[src/rtl/adc_apb_pkg.sv]
// -----------------------------------------------------------------------------
// adc_apb_pkg
// Shared definitions for the APB ADC controller: register offsets, field
// positions of CTRL / STATUS / IRQ_EN, the CTRL reset image and the APB
// handshake state encoding.
// -----------------------------------------------------------------------------
package adc_apb_pkg;

  // Register byte offsets
  localparam logic [7:0] ADDR_CTRL   = 8'h00;
  localparam logic [7:0] ADDR_STATUS = 8'h04;
  localparam logic [7:0] ADDR_DATA   = 8'h08;
  localparam logic [7:0] ADDR_IRQ_EN = 8'h0C;
  localparam logic [7:0] ADDR_THRESH = 8'h10;

  // CTRL field positions
  localparam int CTRL_EN_BIT    = 0;
  localparam int CTRL_START_BIT = 1;
  localparam int CTRL_AUTO_BIT  = 2;
  localparam int CTRL_GAIN_LSB  = 4;
  localparam int CTRL_RES_LSB   = 6;
  localparam int CTRL_CH_LSB    = 8;
  localparam int CTRL_FLUSH_BIT = 16;

  // STATUS field positions
  localparam int STAT_BUSY_BIT  = 0;
  localparam int STAT_EMPTY_BIT = 1;
  localparam int STAT_FULL_BIT  = 2;
  localparam int STAT_OVR_BIT   = 3;
  localparam int STAT_THR_BIT   = 4;
  localparam int STAT_LVL_LSB   = 8;

  // IRQ_EN field positions
  localparam int IRQ_EN_THR_BIT = 0;
  localparam int IRQ_EN_OVR_BIT = 1;

  // Reset image of CTRL (resolution code 2'b10, everything else clear)
  localparam logic [31:0] CTRL_RESET = 32'h0000_0080;

  // APB handshake states
  typedef enum logic [1:0] {
    ST_IDLE  = 2'd0,
    ST_SETUP = 2'd1,
    ST_WAIT  = 2'd2,
    ST_DONE  = 2'd3
  } apb_state_e;

endpackage

[src/rtl/adc_result_fifo.sv]
// -----------------------------------------------------------------------------
// adc_result_fifo
// Synchronous result FIFO. A push while full is dropped and flagged on
// overflow, unless a pop happens in the same cycle (then both succeed).
// Flush empties the FIFO and discards a push in the same cycle.
// Ports: PCLK, PRESETn (sync, active-low), push/pop/flush, wdata,
//        rdata (head entry), level, full, empty, overflow (one-cycle flag).
// -----------------------------------------------------------------------------
module adc_result_fifo
  import adc_apb_pkg::*;
#(
  parameter int WIDTH = 18,
  parameter int DEPTH = 8,
  localparam int LW = $clog2(DEPTH + 1)
) (
  input  logic             PCLK,
  input  logic             PRESETn,
  input  logic             push,
  input  logic             pop,
  input  logic             flush,
  input  logic [WIDTH-1:0] wdata,
  output logic [WIDTH-1:0] rdata,
  output logic [LW-1:0]    level,
  output logic             full,
  output logic             empty,
  output logic             overflow
);

  localparam int AW = (DEPTH > 1) ? $clog2(DEPTH) : 1;

  logic [WIDTH-1:0] mem_r [DEPTH];
  logic [AW-1:0]    wr_ptr_r;
  logic [AW-1:0]    rd_ptr_r;
  logic [LW-1:0]    level_r;
  logic             do_push_s;
  logic             do_pop_s;

  // Status decode and push/pop qualification
  always_comb begin
    full      = (level_r == LW'(DEPTH));
    empty     = (level_r == {LW{1'b0}});
    do_pop_s  = pop & ~empty & ~flush;
    // A pop in the same cycle frees the slot the push needs
    do_push_s = push & ~flush & (~full | do_pop_s);
    overflow  = push & ~flush & full & ~do_pop_s;
  end

  assign rdata = mem_r[rd_ptr_r];
  assign level = level_r;

  // Storage array write port
  always_ff @(posedge PCLK) begin
    if (do_push_s) begin
      mem_r[wr_ptr_r] <= wdata;
    end
  end

  // Pointer and occupancy tracking
  always_ff @(posedge PCLK) begin
    if (!PRESETn || flush) begin
      wr_ptr_r <= {AW{1'b0}};
      rd_ptr_r <= {AW{1'b0}};
      level_r  <= {LW{1'b0}};
    end else begin
      if (do_push_s) begin
        wr_ptr_r <= wr_ptr_r + AW'(1);
      end
      if (do_pop_s) begin
        rd_ptr_r <= rd_ptr_r + AW'(1);
      end
      case ({do_push_s, do_pop_s})
        2'b10:   level_r <= level_r + LW'(1);
        2'b01:   level_r <= level_r - LW'(1);
        default: level_r <= level_r;
      endcase
    end
  end

endmodule

[src/rtl/apb_adc_ctrl.sv]
// -----------------------------------------------------------------------------
// apb_adc_ctrl
// APB slave for the ADC front-end: register file, wait-stated APB handshake
// (SETUP/WAIT/DONE), start request with pending, auto-scan sequencer,
// channel-tagged result FIFO, overrun and threshold interrupts.
// Ports: APB (PCLK, PRESETn, PADDR, PSEL, PENABLE, PWRITE, PWDATA, PRDATA,
//        PREADY, PSLVERR); ADC control (pga_gain, resolution, channel_sel,
//        start_conv, adc_enable); ADC result (adc_data, adc_ch, busy, valid);
//        irq level interrupt.
// -----------------------------------------------------------------------------
module apb_adc_ctrl
  import adc_apb_pkg::*;
#(
  parameter int NUM_CH     = 4,
  parameter int DATA_W     = 16,
  parameter int FIFO_DEPTH = 8,
  localparam int CW = $clog2(NUM_CH),
  localparam int LW = $clog2(FIFO_DEPTH + 1)
) (
  input  logic              PCLK,
  input  logic              PRESETn,
  input  logic [7:0]        PADDR,
  input  logic              PSEL,
  input  logic              PENABLE,
  input  logic              PWRITE,
  input  logic [31:0]       PWDATA,
  output logic [31:0]       PRDATA,
  output logic              PREADY,
  output logic              PSLVERR,
  output logic [1:0]        pga_gain,
  output logic [1:0]        resolution,
  output logic [CW-1:0]     channel_sel,
  output logic              start_conv,
  output logic              adc_enable,
  output logic              irq,
  input  logic [DATA_W-1:0] adc_data,
  input  logic [CW-1:0]     adc_ch,
  input  logic              busy,
  input  logic              valid
);

  apb_state_e state_r, state_nxt_s;

  logic [7:0]  acc_addr_r;
  logic [31:0] acc_wdata_r;
  logic        acc_write_r, acc_err_r, acc_pop_r;

  logic        enable_r, auto_mode_r, overrun_r, pending_r;
  logic [1:0]  gain_r, res_r, irq_en_r;
  logic [7:0]  chan_r, thresh_r;
  logic [CW-1:0] scan_r;

  logic [31:0] rd_data_s, ctrl_rd_s, status_rd_s, data_rd_s;
  logic        rd_err_s, wr_err_s, capture_s, commit_s, wr_ok_s;
  logic        wr_ctrl_s, wr_status_s, wr_irq_en_s, wr_thresh_s;
  logic        push_s, pop_s, flush_s, auto_on_s, fire_s, thresh_hit_s;
  logic [7:0]  level8_s;
  logic [CW+DATA_W-1:0] fifo_rdata_s;
  logic [LW-1:0] fifo_level_s;
  logic        fifo_full_s, fifo_empty_s, fifo_ovf_s;
  logic        wdata_unused_s;

  assign wdata_unused_s = ^acc_wdata_r[31:17];

  adc_result_fifo #(
    .WIDTH (CW + DATA_W),
    .DEPTH (FIFO_DEPTH)
  ) u_fifo (
    .PCLK     (PCLK),
    .PRESETn  (PRESETn),
    .push     (push_s),
    .pop      (pop_s),
    .flush    (flush_s),
    .wdata    ({adc_ch, adc_data}),
    .rdata    (fifo_rdata_s),
    .level    (fifo_level_s),
    .full     (fifo_full_s),
    .empty    (fifo_empty_s),
    .overflow (fifo_ovf_s)
  );

  // APB handshake next-state
  always_comb begin
    state_nxt_s = state_r;
    case (state_r)
      ST_IDLE:  if (PSEL && !PENABLE) state_nxt_s = ST_SETUP; else state_nxt_s = ST_IDLE;
      ST_SETUP: if (PSEL && PENABLE)  state_nxt_s = ST_WAIT;  else state_nxt_s = ST_IDLE;
      ST_WAIT:  if (PSEL && PENABLE)  state_nxt_s = ST_DONE;  else state_nxt_s = ST_IDLE;
      ST_DONE:  state_nxt_s = ST_IDLE;
      default:  state_nxt_s = ST_IDLE;
    endcase
  end

  // Read images of CTRL, STATUS and DATA
  always_comb begin
    level8_s     = 8'(fifo_level_s);
    thresh_hit_s = (thresh_r != 8'h00) && (level8_s >= thresh_r);

    ctrl_rd_s = 32'h0;
    ctrl_rd_s[CTRL_EN_BIT]          = enable_r;
    ctrl_rd_s[CTRL_AUTO_BIT]        = auto_mode_r;
    ctrl_rd_s[CTRL_GAIN_LSB +: 2]   = gain_r;
    ctrl_rd_s[CTRL_RES_LSB +: 2]    = res_r;
    ctrl_rd_s[CTRL_CH_LSB +: 8]     = chan_r;

    status_rd_s = 32'h0;
    status_rd_s[STAT_BUSY_BIT]      = busy;
    status_rd_s[STAT_EMPTY_BIT]     = fifo_empty_s;
    status_rd_s[STAT_FULL_BIT]      = fifo_full_s;
    status_rd_s[STAT_OVR_BIT]       = overrun_r;
    status_rd_s[STAT_THR_BIT]       = thresh_hit_s;
    status_rd_s[STAT_LVL_LSB +: 8]  = level8_s;

    data_rd_s = 32'h0;
    if (!fifo_empty_s) begin
      data_rd_s[DATA_W-1:0] = fifo_rdata_s[DATA_W-1:0];
      data_rd_s[16 +: CW]   = fifo_rdata_s[DATA_W +: CW];
      data_rd_s[31]         = 1'b1;
    end else begin
      data_rd_s = 32'h0;
    end
  end

  // Address decode: read mux and error flags
  always_comb begin
    rd_data_s = 32'h0;
    rd_err_s  = 1'b0;
    wr_err_s  = 1'b0;
    case (PADDR)
      ADDR_CTRL:   rd_data_s = ctrl_rd_s;
      ADDR_STATUS: rd_data_s = status_rd_s;
      ADDR_DATA: begin
        rd_data_s = data_rd_s;
        wr_err_s  = 1'b1;
      end
      ADDR_IRQ_EN: rd_data_s = {30'h0, irq_en_r};
      ADDR_THRESH: rd_data_s = {24'h0, thresh_r};
      default: begin
        rd_err_s = 1'b1;
        wr_err_s = 1'b1;
      end
    endcase
  end

  // Commit strobes; side effects happen only on the edge that ends DONE
  always_comb begin
    capture_s   = (state_r == ST_WAIT) && (state_nxt_s == ST_DONE);
    commit_s    = (state_r == ST_DONE);
    wr_ok_s     = commit_s && acc_write_r && !acc_err_r;
    wr_ctrl_s   = wr_ok_s && (acc_addr_r == ADDR_CTRL);
    wr_status_s = wr_ok_s && (acc_addr_r == ADDR_STATUS);
    wr_irq_en_s = wr_ok_s && (acc_addr_r == ADDR_IRQ_EN);
    wr_thresh_s = wr_ok_s && (acc_addr_r == ADDR_THRESH);
    pop_s       = commit_s && acc_pop_r;
    flush_s     = wr_ctrl_s && acc_wdata_r[CTRL_FLUSH_BIT];
    push_s      = valid && enable_r;
    auto_on_s   = auto_mode_r && enable_r;
    fire_s      = pending_r && !busy && enable_r;
  end

  // APB state register, access capture and registered bus responses
  always_ff @(posedge PCLK) begin
    if (!PRESETn) begin
      state_r     <= ST_IDLE;
      PRDATA      <= 32'h0;
      PREADY      <= 1'b0;
      PSLVERR     <= 1'b0;
      acc_addr_r  <= 8'h00;
      acc_wdata_r <= 32'h0;
      acc_write_r <= 1'b0;
      acc_err_r   <= 1'b0;
      acc_pop_r   <= 1'b0;
    end else begin
      state_r <= state_nxt_s;
      if (capture_s) begin
        acc_addr_r  <= PADDR;
        acc_wdata_r <= PWDATA;
        acc_write_r <= PWRITE;
        acc_err_r   <= PWRITE ? wr_err_s : rd_err_s;
        // Pop is decided from the head seen now, so a later push cannot be returned
        acc_pop_r   <= !PWRITE && (PADDR == ADDR_DATA) && !fifo_empty_s;
        PRDATA      <= PWRITE ? 32'h0 : rd_data_s;
        PSLVERR     <= PWRITE ? wr_err_s : rd_err_s;
        PREADY      <= 1'b1;
      end else begin
        PREADY  <= 1'b0;
        PSLVERR <= 1'b0;
      end
    end
  end

  // Writable register file
  always_ff @(posedge PCLK) begin
    if (!PRESETn) begin
      enable_r    <= CTRL_RESET[CTRL_EN_BIT];
      auto_mode_r <= CTRL_RESET[CTRL_AUTO_BIT];
      gain_r      <= CTRL_RESET[CTRL_GAIN_LSB +: 2];
      res_r       <= CTRL_RESET[CTRL_RES_LSB +: 2];
      chan_r      <= CTRL_RESET[CTRL_CH_LSB +: 8];
      irq_en_r    <= 2'b00;
      thresh_r    <= 8'h01;
    end else begin
      if (wr_ctrl_s) begin
        enable_r    <= acc_wdata_r[CTRL_EN_BIT];
        auto_mode_r <= acc_wdata_r[CTRL_AUTO_BIT];
        gain_r      <= acc_wdata_r[CTRL_GAIN_LSB +: 2];
        res_r       <= acc_wdata_r[CTRL_RES_LSB +: 2];
        chan_r      <= acc_wdata_r[CTRL_CH_LSB +: 8];
      end
      if (wr_irq_en_s) begin
        irq_en_r <= acc_wdata_r[1:0];
      end
      if (wr_thresh_s) begin
        thresh_r <= acc_wdata_r[7:0];
      end
    end
  end

  // Sticky overrun; a new overflow wins over a simultaneous clear
  always_ff @(posedge PCLK) begin
    if (!PRESETn) begin
      overrun_r <= 1'b0;
    end else if (fifo_ovf_s) begin
      overrun_r <= 1'b1;
    end else if (wr_status_s && acc_wdata_r[STAT_OVR_BIT]) begin
      overrun_r <= 1'b0;
    end else begin
      overrun_r <= overrun_r;
    end
  end

  // Start request: single pending flag launched as a pulse once the converter is idle
  always_ff @(posedge PCLK) begin
    if (!PRESETn) begin
      pending_r  <= 1'b0;
      start_conv <= 1'b0;
    end else begin
      start_conv <= fire_s;
      if (wr_ctrl_s && !acc_wdata_r[CTRL_EN_BIT]) begin
        pending_r <= 1'b0;
      end else if (wr_ctrl_s && acc_wdata_r[CTRL_START_BIT]) begin
        pending_r <= 1'b1;
      end else if (!enable_r || fire_s) begin
        pending_r <= 1'b0;
      end else if (auto_on_s && !busy) begin
        pending_r <= 1'b1;
      end else begin
        pending_r <= pending_r;
      end
    end
  end

  // Auto-scan channel counter; held at 0 outside auto mode so entry restarts the scan
  always_ff @(posedge PCLK) begin
    if (!PRESETn || !auto_on_s) begin
      scan_r <= {CW{1'b0}};
    end else if (valid) begin
      scan_r <= (scan_r == CW'(NUM_CH - 1)) ? {CW{1'b0}} : scan_r + CW'(1);
    end else begin
      scan_r <= scan_r;
    end
  end

  // Registered ADC control outputs and interrupt
  always_ff @(posedge PCLK) begin
    if (!PRESETn) begin
      pga_gain    <= 2'b00;
      resolution  <= 2'b10;
      adc_enable  <= 1'b0;
      channel_sel <= {CW{1'b0}};
      irq         <= 1'b0;
    end else begin
      pga_gain    <= gain_r;
      resolution  <= res_r;
      adc_enable  <= enable_r;
      channel_sel <= auto_on_s ? scan_r : chan_r[CW-1:0];
      irq         <= (irq_en_r[IRQ_EN_THR_BIT] && thresh_hit_s) ||
                     (irq_en_r[IRQ_EN_OVR_BIT] && overrun_r);
    end
  end

endmodule

[config.mk]
export PLATFORM = sky130hd
export DESIGN_NAME = apb_adc_ctrl
export DESIGN_NICKNAME = d
export VERILOG_FILES = /design/src/rtl/adc_apb_pkg.sv /design/src/rtl/adc_result_fifo.sv /design/src/rtl/apb_adc_ctrl.sv
export SDC_FILE = /design/constraint.sdc
export NUM_CORES = 1
export LEC_CHECK = 0
export BUFFER_PORTS_ARGS = -buffer_cell sky130_fd_sc_hd__buf_2
export CORE_UTILIZATION = 41
export DETAILED_ROUTE_END_ITERATION = 12
export PLACE_DENSITY_LB_ADDON = 0.3
export SLEW_MARGIN = 20
export SYNTH_ARGS = -nofsm -noshare
export SYNTH_HDL_FRONTEND = slang
export SYNTH_HIERARCHICAL = 1
export SYNTH_SLANG_ARGS = --single-unit
[constraint.sdc]
create_clock -name PCLK -period 3.9 [get_ports PCLK]
set_input_delay 1.17 -clock PCLK [delete_from_list [all_inputs] [get_ports PCLK]]
set_output_delay 1.17 -clock PCLK [all_outputs]
set_load 0.03 [all_outputs]
==> results of run 1 <==
==> registers in the layout (all words and copies together) (netlist names), 3 cells and up, named ones only <==
name,count
u_fifo/mem_r,144
thresh_r,8
u_fifo/wr_ptr_r,3
chan_r,8
acc_wdata_r,17
u_fifo/level,4
PRDATA,19
acc_addr_r,8
u_fifo/rd_ptr_r,3
==> metal layers <==
layer	up-vias	track usage [%]	routed length, um
met5	-	0	0
met1	2911	24.3	9610
met4	0	5.32	494
met2	162	29.0	10000
li1	2821	-	-
met3	34	2.64	1070
==> cells in the final DEF, fill, tap and decap left out, types with 10 or more instances in the layout <==
cell type                     n
sky130_fd_sc_hd__o21ai_2     11
sky130_fd_sc_hd__mux2_2      19
sky130_fd_sc_hd__dfxtp_1     99
sky130_fd_sc_hd__buf_2       79
sky130_fd_sc_hd__inv_1       16
sky130_fd_sc_hd__edfxtp_1   144
sky130_fd_sc_hd__nand2_1     90
sky130_fd_sc_hd__o21ai_0     10
sky130_fd_sc_hd__nor2_1      43
sky130_fd_sc_hd__conb_1      13
sky130_fd_sc_hd__mux4_2      36
sky130_fd_sc_hd__buf_4       21
sky130_fd_sc_hd__clkbuf_16   26
sky130_fd_sc_hd__a21oi_1     44
sky130_fd_sc_hd__mux2i_1     36
==> stage by stage <==
stage	std cells	instance area (um2)	total power [W]	setup slack (ps)	hold slack (ps)
2_1_floorplan	731	9920	0.00285	26.7	432
3_3_place_gp	1100	10700	0.00290	603	435
3_5_place_dp	1100	10700	0.00290	560	438
4_1_cts	1147	11500	0.00523	1120	452
5_1_grt	1147	11500	0.00533	998	468
6_report	1148	11500	0.00516	1110	448
==> layout make-up <==
cell class	instances	share of cell area, %
Inverter	16	0.523
Sequential cell	245	55.3
Clock buffer	34	6.10
Multi-Input combinational cell	419	28.6
Antenna cell	1	0.0218
Timing Repair Buffer	101	4.99
Clock inverter	13	0.981
Tap cell	319	3.48
==> how the worst max path moves through the flow <==
stage,to
after CTS,u_fifo/level[2]$_SDFFE_PP0P_
after global routing,u_fifo/level[2]$_SDFFE_PP0P_
after global placement,u_fifo/mem_r[2][7]$_DFFE_PP_
after detailed placement,PRDATA[0]$_SDFFE_PN0P_
after floorplan,u_fifo/mem_r[5][0]$_DFFE_PP_
final,u_fifo/mem_r[2][10]$_DFFE_PP_
==> logic make-up after synthesis <==
group | Yosys count | share of synthesized area [%]
compound gates | 99 | 6.95
xor+xnor | 6 | 0.533
fa+ha+maj | 8 | 1.01
buf+inv | 67 | 3.39
flops | 245 | 64.3
mux | 91 | 14.0
other cells | 1 | 0.0380
simple gates | 202 | 9.73
==> power breakdown <==
group          leakage (nW)  switching [W]  internal (W)  total, W
Combinational          1.60      0.0000767     0.0000296  0.000106
Sequential             2.11     0.00000140       0.00273   0.00274
Clock                 0.389       0.000988       0.00133   0.00232
==> critical path, stage by stage <==
cell and delay [ps]:
sky130_fd_sc_hd__buf_2 130, sky130_fd_sc_hd__and2_1 300, sky130_fd_sc_hd__nor2b_1 310, sky130_fd_sc_hd__o21ai_2 190, sky130_fd_sc_hd__or2_2 380, sky130_fd_sc_hd__nor3b_2 190
sky130_fd_sc_hd__buf_4 320
==> impl_metrics.sql, run 1 <==
INSERT INTO impl_metrics (metric_group, metric, value, unit) VALUES
('status', 'outcome', 'complete, no violations', ''),
('synth', 'netlist-cell-type-count', '62', ''),
('critical_path', 'timing.critical_path.arrival', '3000', 'ps'),
('floorplan', 'die_span_x', '157', 'um'),
('clocking', 'clk_pin_slew_worst_paths', '60', 'ps'),
('grt', 'globalRouteOverflowTotal', '0', ''),
('synth', 'synth-main-ff-cell', 'sky130_fd_sc_hd__edfxtp_1', ''),
('timing', 'maxSlewHeadroom', '45.3', '%'),
('layout', 'multiInputGateArea', '3290', 'um2'),
('timing', 'timing.final.crit_period', '2790', 'ps'),
('synth', 'yosys.cell_count.top_type', 'sky130_fd_sc_hd__edfxtp_1', ''),
('layout', 'final_layout_size_suffix_gt1_share', '27.3', '%'),
('routing', 'drt-initial-drc-count', '383', ''),
('floorplan', 'design.portCount', '108', ''),
('pwr', 'vdd_ir_drop_max', '0.000414', 'V'),
('synth', 'library_cell_with_the_largest_summed_area_after_synthesis', 'sky130_fd_sc_hd__edfxtp_1', ''),
('synth', 'postSynthCellCount', '719', ''),
('clocking', 'tritoncts.num_buffers', '26', ''),
('clocking', 'clock_sink_count', '245', ''),
('synth', 'synth_warnings', '6', ''),
('synth', 'async_reset_ff_share', '0', '%'),
('synth', 'synth.avg_cell_area', '13.7', 'um2'),
('timing', 'timing.fmax', '359', 'MHz'),
('routing', 'dr_total_vias', '5928', ''),
('critical_path', 'worstReg2RegEnd', 'u_fifo/level[2]$_SDFFE_PP0P_', ''),
('clocking', 'clk_tree_root_cell', 'sky130_fd_sc_hd__clkbuf_16', ''),
('layout', 'layout.area.seq', '6350', 'um2'),
('pwr', 'power.leakage', '4.10', 'nW'),
('floorplan', 'floorplan.core_area', '23500', 'um2'),
('min_path', 'holdPathEnd', 'PRDATA[10]$_SDFFE_PN0P_', ''),
('synth', 'synth.cell_area', '9870', 'um2'),
('floorplan', 'floorplan.die.height', '157', 'um'),
('min_path', 'timing.hold.worst.start', 'PRDATA[10]$_SDFFE_PN0P_', ''),
('floorplan', 'rows', '56', ''),
('clocking', 'tritoncts_clock_tree', 'built', ''),
('synth', 'ys_top_cells_by_count', 'sky130_fd_sc_hd__edfxtp_1, sky130_fd_sc_hd__dfxtp_1, sky130_fd_sc_hd__nand2_1', ''),
('min_path', 'holdPathStages', '2', ''),
('critical_path', 'worstRegToRegCells', '10', ''),
('grt', 'grt_start_max_net_pins', '58', ''),
('synth', 'synth.top_cell.area_share', '43.8', '%'),
('critical_path', 'crit_path_end_kind', 'flip-flop', ''),
('synth', 'synth_sequential_area_ratio', '64.3', '%'),
('critical_path', 'critPathMaxFanout', '18', ''),
('routing', 'route.detailed.drc', '0', ''),
('timing', 'finalCritPeriodShare', '71.4', '%'),
('placed_design', 'portBuffers', '79', ''),
('grt', 'grt_first_pass_wirelength', '32800', 'um'),
('placed_design', 'place.detailed.hpwl', '13900', 'um'),
('clocking', 'cts_htree_levels', '1', ''),
('critical_path', 'cp_data_required_time', '4110', 'ps'),
('clocking', 'post_cts_hold_buffer_count', '0', ''),
('floorplan', 'effective_utilization_at_floorplan', '41.9', '%'),
('pwr', 'power_per_cell_area', '450', 'nW/um2'),
('layout', 'post-route-util', '48.8', '%'),
('synth', 'synth_edf_count', '144', ''),
('layout', 'nets', '882', ''),
('timing', 'setup-tns-final', '0', 'ps'),
('clocking', 'ctsLongestPathBuffers', '3', ''),
('critical_path', 'crit_start', 'valid', ''),
('placed_design', 'gpl.final_weighted_congestion', '0.816', ''),
('routing', 'routed_wirelength', '21200', 'um'),
('critical_path', 'regToRegStartpoint', 'acc_addr_r[7]$_SDFFE_PN0P_', ''),
('synth', 'synthTopCellsByArea', 'sky130_fd_sc_hd__edfxtp_1, sky130_fd_sc_hd__dfxtp_1, sky130_fd_sc_hd__mux4_2, sky130_fd_sc_hd__mux2i_1, sky130_fd_sc_hd__nand2_1', ''),
('routing', 'detail_routed_net_length_per_standard_cell', '18.4', 'um'),
('floorplan', 'die-area', '24700', 'um2'),
('routing', 'avgViaCountPerCell', '5.16', ''),
('timing', 'grt_setup_unrepaired', 'false', ''),
('grt', 'grtUsageTotal', '17.7', '%'),
('routing', 'detail-route-antenna-nets', '0', ''),
('clocking', 'number_of_instances_resized_during_post_cts_repair', '0', ''),
('flow_run', 'maxcap_violations', '0', '');
Note: power is estimated with default switching activity, not from simulation.
==> run 2, diff against run 1 <==
==> constraint.sdc (replaced) <==
create_clock -name PCLK -period 2.4 [get_ports PCLK]
set_input_delay 0.72 -clock PCLK [delete_from_list [all_inputs] [get_ports PCLK]]
set_output_delay 0.72 -clock PCLK [all_outputs]
set_load 0.03 [all_outputs]
==> run 2 against run 1 <==
  * Sequential share of layout area is 2.1 points lower
  * Largest power group unchanged
  * Worst setup slack lost 1100 ps
  * Register-to-register slack got worse by 1100 ps
  * Highest routed layer unchanged
  * Critical endpoint is now u_fifo/level[2]$_SDFFE_PP0P_
  * Core utilization is 2.0 points higher
  * Clock-buffer cell count is 2 lower
  * Combinational power up 71%
  * Clock skew increased by 3.1 ps
==> impl_metrics.sql, run 2 (same netlist as run 1, synthesis figures left out) <==
INSERT INTO impl_metrics (metric_group, metric, value, unit) VALUES
('status', 'outcome', 'complete, no violations', ''),
('critical_path', 'r2r_setup_slack', '20', 'ps'),
('layout', 'area_growth', '21.1', '%'),
('flow_run', 'maxcap_violations', '0', ''),
('layout', 'layout.area.seq', '6350', 'um2'),
('critical_path', 'worst-path-buf-inv', '0', ''),
('placed_design', 'place.detailed.hpwl', '13900', 'um'),
('critical_path', 'cp_data_required_time', '2860', 'ps'),
('min_path', 'holdPathEnd', 'acc_wdata_r[3]$_SDFFE_PN0P_', ''),
('min_path', 'holdPathStages', '3', ''),
('grt', 'grt_start_max_net_pins', '50', ''),
('pwr', 'power_per_cell_area', '714', 'nW/um2'),
('grt', 'first_global_vias', '5850', ''),
('clocking', 'clk_pin_slew_worst_paths', '60', 'ps'),
('timing', 'final.setup.worst_slack', '15.1', 'ps'),
('grt', 'grt_first_pass_wirelength', '33300', 'um'),
('timing', 'setup-violations-final', '0', ''),
('critical_path', 'regToRegStartpoint', 'acc_addr_r[6]$_SDFFE_PN0P_', ''),
('placed_design', 'gpl.final_weighted_congestion', '0.800', ''),
('clocking', 'tritoncts_clock_tree', 'built', ''),
('clocking', 'ctsLongestPathBuffers', '3', ''),
('layout', 'nets', '911', ''),
('critical_path', 'critPathMaxFanout', '2', ''),
('floorplan', 'die_span_x', '157', 'um'),
('clocking', 'clock_sink_count', '245', ''),
('critical_path', 'crit_slowest_cell', 'sky130_fd_sc_hd__or4b_4', ''),
('routing', 'drt-initial-drc-count', '297', ''),
('pwr', 'power.leakage', '4.32', 'nW'),
('floorplan', 'effective_utilization_at_floorplan', '41.9', '%'),
('layout', 'registers.top_by_ff_count', 'u_fifo/mem_r', ''),
('critical_path', 'setup_crit_start_kind', 'flip-flop', ''),
('layout', 'largest_registers', 'u_fifo/mem_r (144), PRDATA (19), acc_wdata_r (17)', ''),
('placed_design', 'post_dp_cell_area', '11100', 'um2'),
('min_path', 'timing.hold.worst.start', 'PWDATA[3]', ''),
('clocking', 'cts_htree_levels', '1', ''),
('critical_path', 'worstReg2RegEnd', 'u_fifo/level[2]$_SDFFE_PP0P_', ''),
('placed_design', 'portBuffers', '79', ''),
('layout', 'number_of_flip_flops_under_the_largest_register_name', '144', ''),
('timing', 'maxSlewHeadroom', '62.4', '%'),
('critical_path', 'crit_start', 'acc_addr_r[6]$_SDFFE_PN0P_', ''),
('min_path', 'hold_path.class', 'primary input to flip-flop', ''),
('timing', 'grt_setup_unrepaired', 'true', ''),
('critical_path', 'timing.critical_path.max_delay_family', 'simple AND/OR/NAND/NOR gates', ''),
('floorplan', 'die-area', '24700', 'um2'),
('clocking', 'clk-insertion-delay-late', '540', 'ps'),
('timing', 'finalCritPeriodShare', '99.4', '%'),
('timing', 'tightestPinTransition', '563', 'ps'),
('layout', 'mostFrequentLayoutCell', 'sky130_fd_sc_hd__edfxtp_1', ''),
('critical_path', 'worstRegToRegCells', '9', ''),
('timing', 'final.setup_skew', '19.6', 'ps'),
('routing', 'detail_routed_net_length_per_standard_cell', '17.8', 'um'),
('routing', 'detail-route-antenna-nets', '0', ''),
('layout', 'final_layout_size_suffix_gt1_share', '31.2', '%'),
('critical_path', 'timing.critical_path.arrival', '2840', 'ps'),
('clocking', 'clk_tree_root_cell', 'sky130_fd_sc_hd__clkbuf_16', ''),
('timing', 'timing.final.crit_period', '2380', 'ps'),
('routing', 'routed_wirelength', '21000', 'um'),
('critical_path', 'crit_path_end_kind', 'flip-flop', ''),
('timing', 'timing_max_transition_violations_final', '0', ''),
('routing', 'avgViaCountPerCell', '5.00', ''),
('layout', 'fill_cells', '2085', ''),
('layout', 'multiInputGateArea', '3360', 'um2'),
('floorplan', 'floorplan.core_area', '23500', 'um2'),
('timing', 'finalHoldViolations', '0', ''),
('critical_path', 'ordered_cell_list_for_the_critical_path', 'nor4_4 > nand4_1 > nor2_4 > nor3_2 > xor2_1 > ha_2 > or4b_4 > a22oi_2 > mux2i_1', ''),
('critical_path', 'crit_path_max_incr_delay', '480', 'ps'),
('timing', 'timing.fmax', '419', 'MHz'),
('grt', 'grtUsageTotal', '17.8', '%'),
('placed_design', 'dpl_worst_slack', '-86.8', 'ps'),
('clocking', 'tritoncts.num_buffers', '25', ''),
('grt', 'globalRouteOverflowTotal', '0', ''),
('routing', 'firstDrtPassIters', '4', ''),
('routing', 'dr_total_vias', '5885', ''),
('floorplan', 'design.portCount', '108', ''),
('floorplan', 'rows', '56', ''),
('layout', 'commonest_cells_after_routing_fill_and_taps_aside', 'sky130_fd_sc_hd__edfxtp_1, sky130_fd_sc_hd__dfxtp_1, sky130_fd_sc_hd__nand2_1', ''),
('pwr', 'vdd_ir_drop_max', '0.000595', 'V'),
('critical_path', 'worst-setup-path-type', 'flip-flop to flip-flop', ''),
('layout', 'final_area', '11900', 'um2'),
('routing', 'route.detailed.drc', '0', ''),
('grt', 'initial_antenna_violation_count', '1', ''),
('floorplan', 'floorplan.die.height', '157', 'um');
==> run 2: cell count changes in the layout (fill, tap and decap cells not counted), moves of 2 or more <==
cell,before,now
sky130_fd_sc_hd__nor2_2,3,0
sky130_fd_sc_hd__buf_4,21,40
sky130_fd_sc_hd__nor3b_4,0,2
sky130_fd_sc_hd__clkinv_1,6,1
sky130_fd_sc_hd__or2_2,3,1
sky130_fd_sc_hd__clkinv_2,3,7
sky130_fd_sc_hd__nor2_4,0,3
sky130_fd_sc_hd__bufinv_16,1,3
sky130_fd_sc_hd__nor3_4,0,2
sky130_fd_sc_hd__or2_4,0,2
sky130_fd_sc_hd__buf_12,1,12
==> run 2: how the worst max path moves through the flow <==
| stage | end | slack (ps) | depth (start not counted) |
|---|---|---|---|
| 2_1_floorplan | u_fifo/level[2]$_SDFFE_PP0P_ | -300 | 10 |
| 3_3_place_gp | PRDATA[2]$_SDFFE_PN0P_ | -40 | 6 |
| 3_5_place_dp | PRDATA[4]$_SDFFE_PN0P_ | -90 | 6 |
| 4_1_cts | u_fifo/level[2]$_SDFFE_PP0P_ | 40 | 9 |
| 5_1_grt | u_fifo/level[2]$_SDFFE_PP0P_ | -80 | 9 |
| 6_report | u_fifo/level[2]$_SDFFE_PP0P_ | 20 | 9 |
==> run 2: worst reg2reg max path: stages, from the launching register on <==
cell,delay [ps]
sky130_fd_sc_hd__dfxtp_2,330
sky130_fd_sc_hd__nor4_4,350
sky130_fd_sc_hd__nand4_1,220
sky130_fd_sc_hd__nor2_4,170
sky130_fd_sc_hd__nor3_2,70
sky130_fd_sc_hd__xor2_1,150
sky130_fd_sc_hd__ha_2,190
sky130_fd_sc_hd__or4b_4,480
sky130_fd_sc_hd__a22oi_2,150
sky130_fd_sc_hd__mux2i_1,190
==> run 2: metrics by stage <==
step / std cells / power (W) / hold slack, ps / TNS [ps] / utilization [%]
floorplan: 731 / 0.00464 / 431 / -25440 / -
global placement: 1129 / 0.00472 / 437 / -352 / 47.1
detailed placement: 1129 / 0.00472 / 441 / -536 / 47.1
CTS: 1175 / 0.00863 / 415 / 0 / 50.7
global route: 1176 / 0.00880 / 426 / -83.5 / 50.7
finish: 1177 / 0.00853 / 433 / 0 / 50.7
==> run 2: where the power goes <==
group,internal [W],leakage (nW),switching (W),total [W]
logic,0.0000571,1.80,0.000124,0.000181
registers,0.00444,2.11,0.00000159,0.00444
clock network,0.00232,0.414,0.00159,0.00390
total,0.00682,4.32,0.00171,0.00853
==> run 2: final cells by class <==
cell class                 instances  share of cell area, %
antenna                            1                 0.0209
sequential                       245                   53.1
multi-input combinational        419                   28.2
timing repair buffer             131                   7.83
inverter                          16                  0.503
tap                              319                   3.34
clock buffer                      32                   5.62
clock inverter                    14                   1.36
==> run 2: timing repair <==
item | in CTS | in global routing
setup endpoints to repair | 0 | 1
buffers inserted | 0 | 1
gates resized for setup | 0 | 1
endpoints found under the hold margin | 0 | 0
hold buffers | 0 | 0
==> run 2: per-layer routing <==
| metal | vias to the layer above | routed length, um | GRT usage (%) |
|---|---|---|---|
| met5 | - | 0 | 0 |
| met4 | 0 | 444 | 4.99 |
| met3 | 33 | 1070 | 3.30 |
| met2 | 129 | 9930 | 29.4 |
| met1 | 2841 | 9530 | 24.0 |
| li1 | 2882 | - | - |
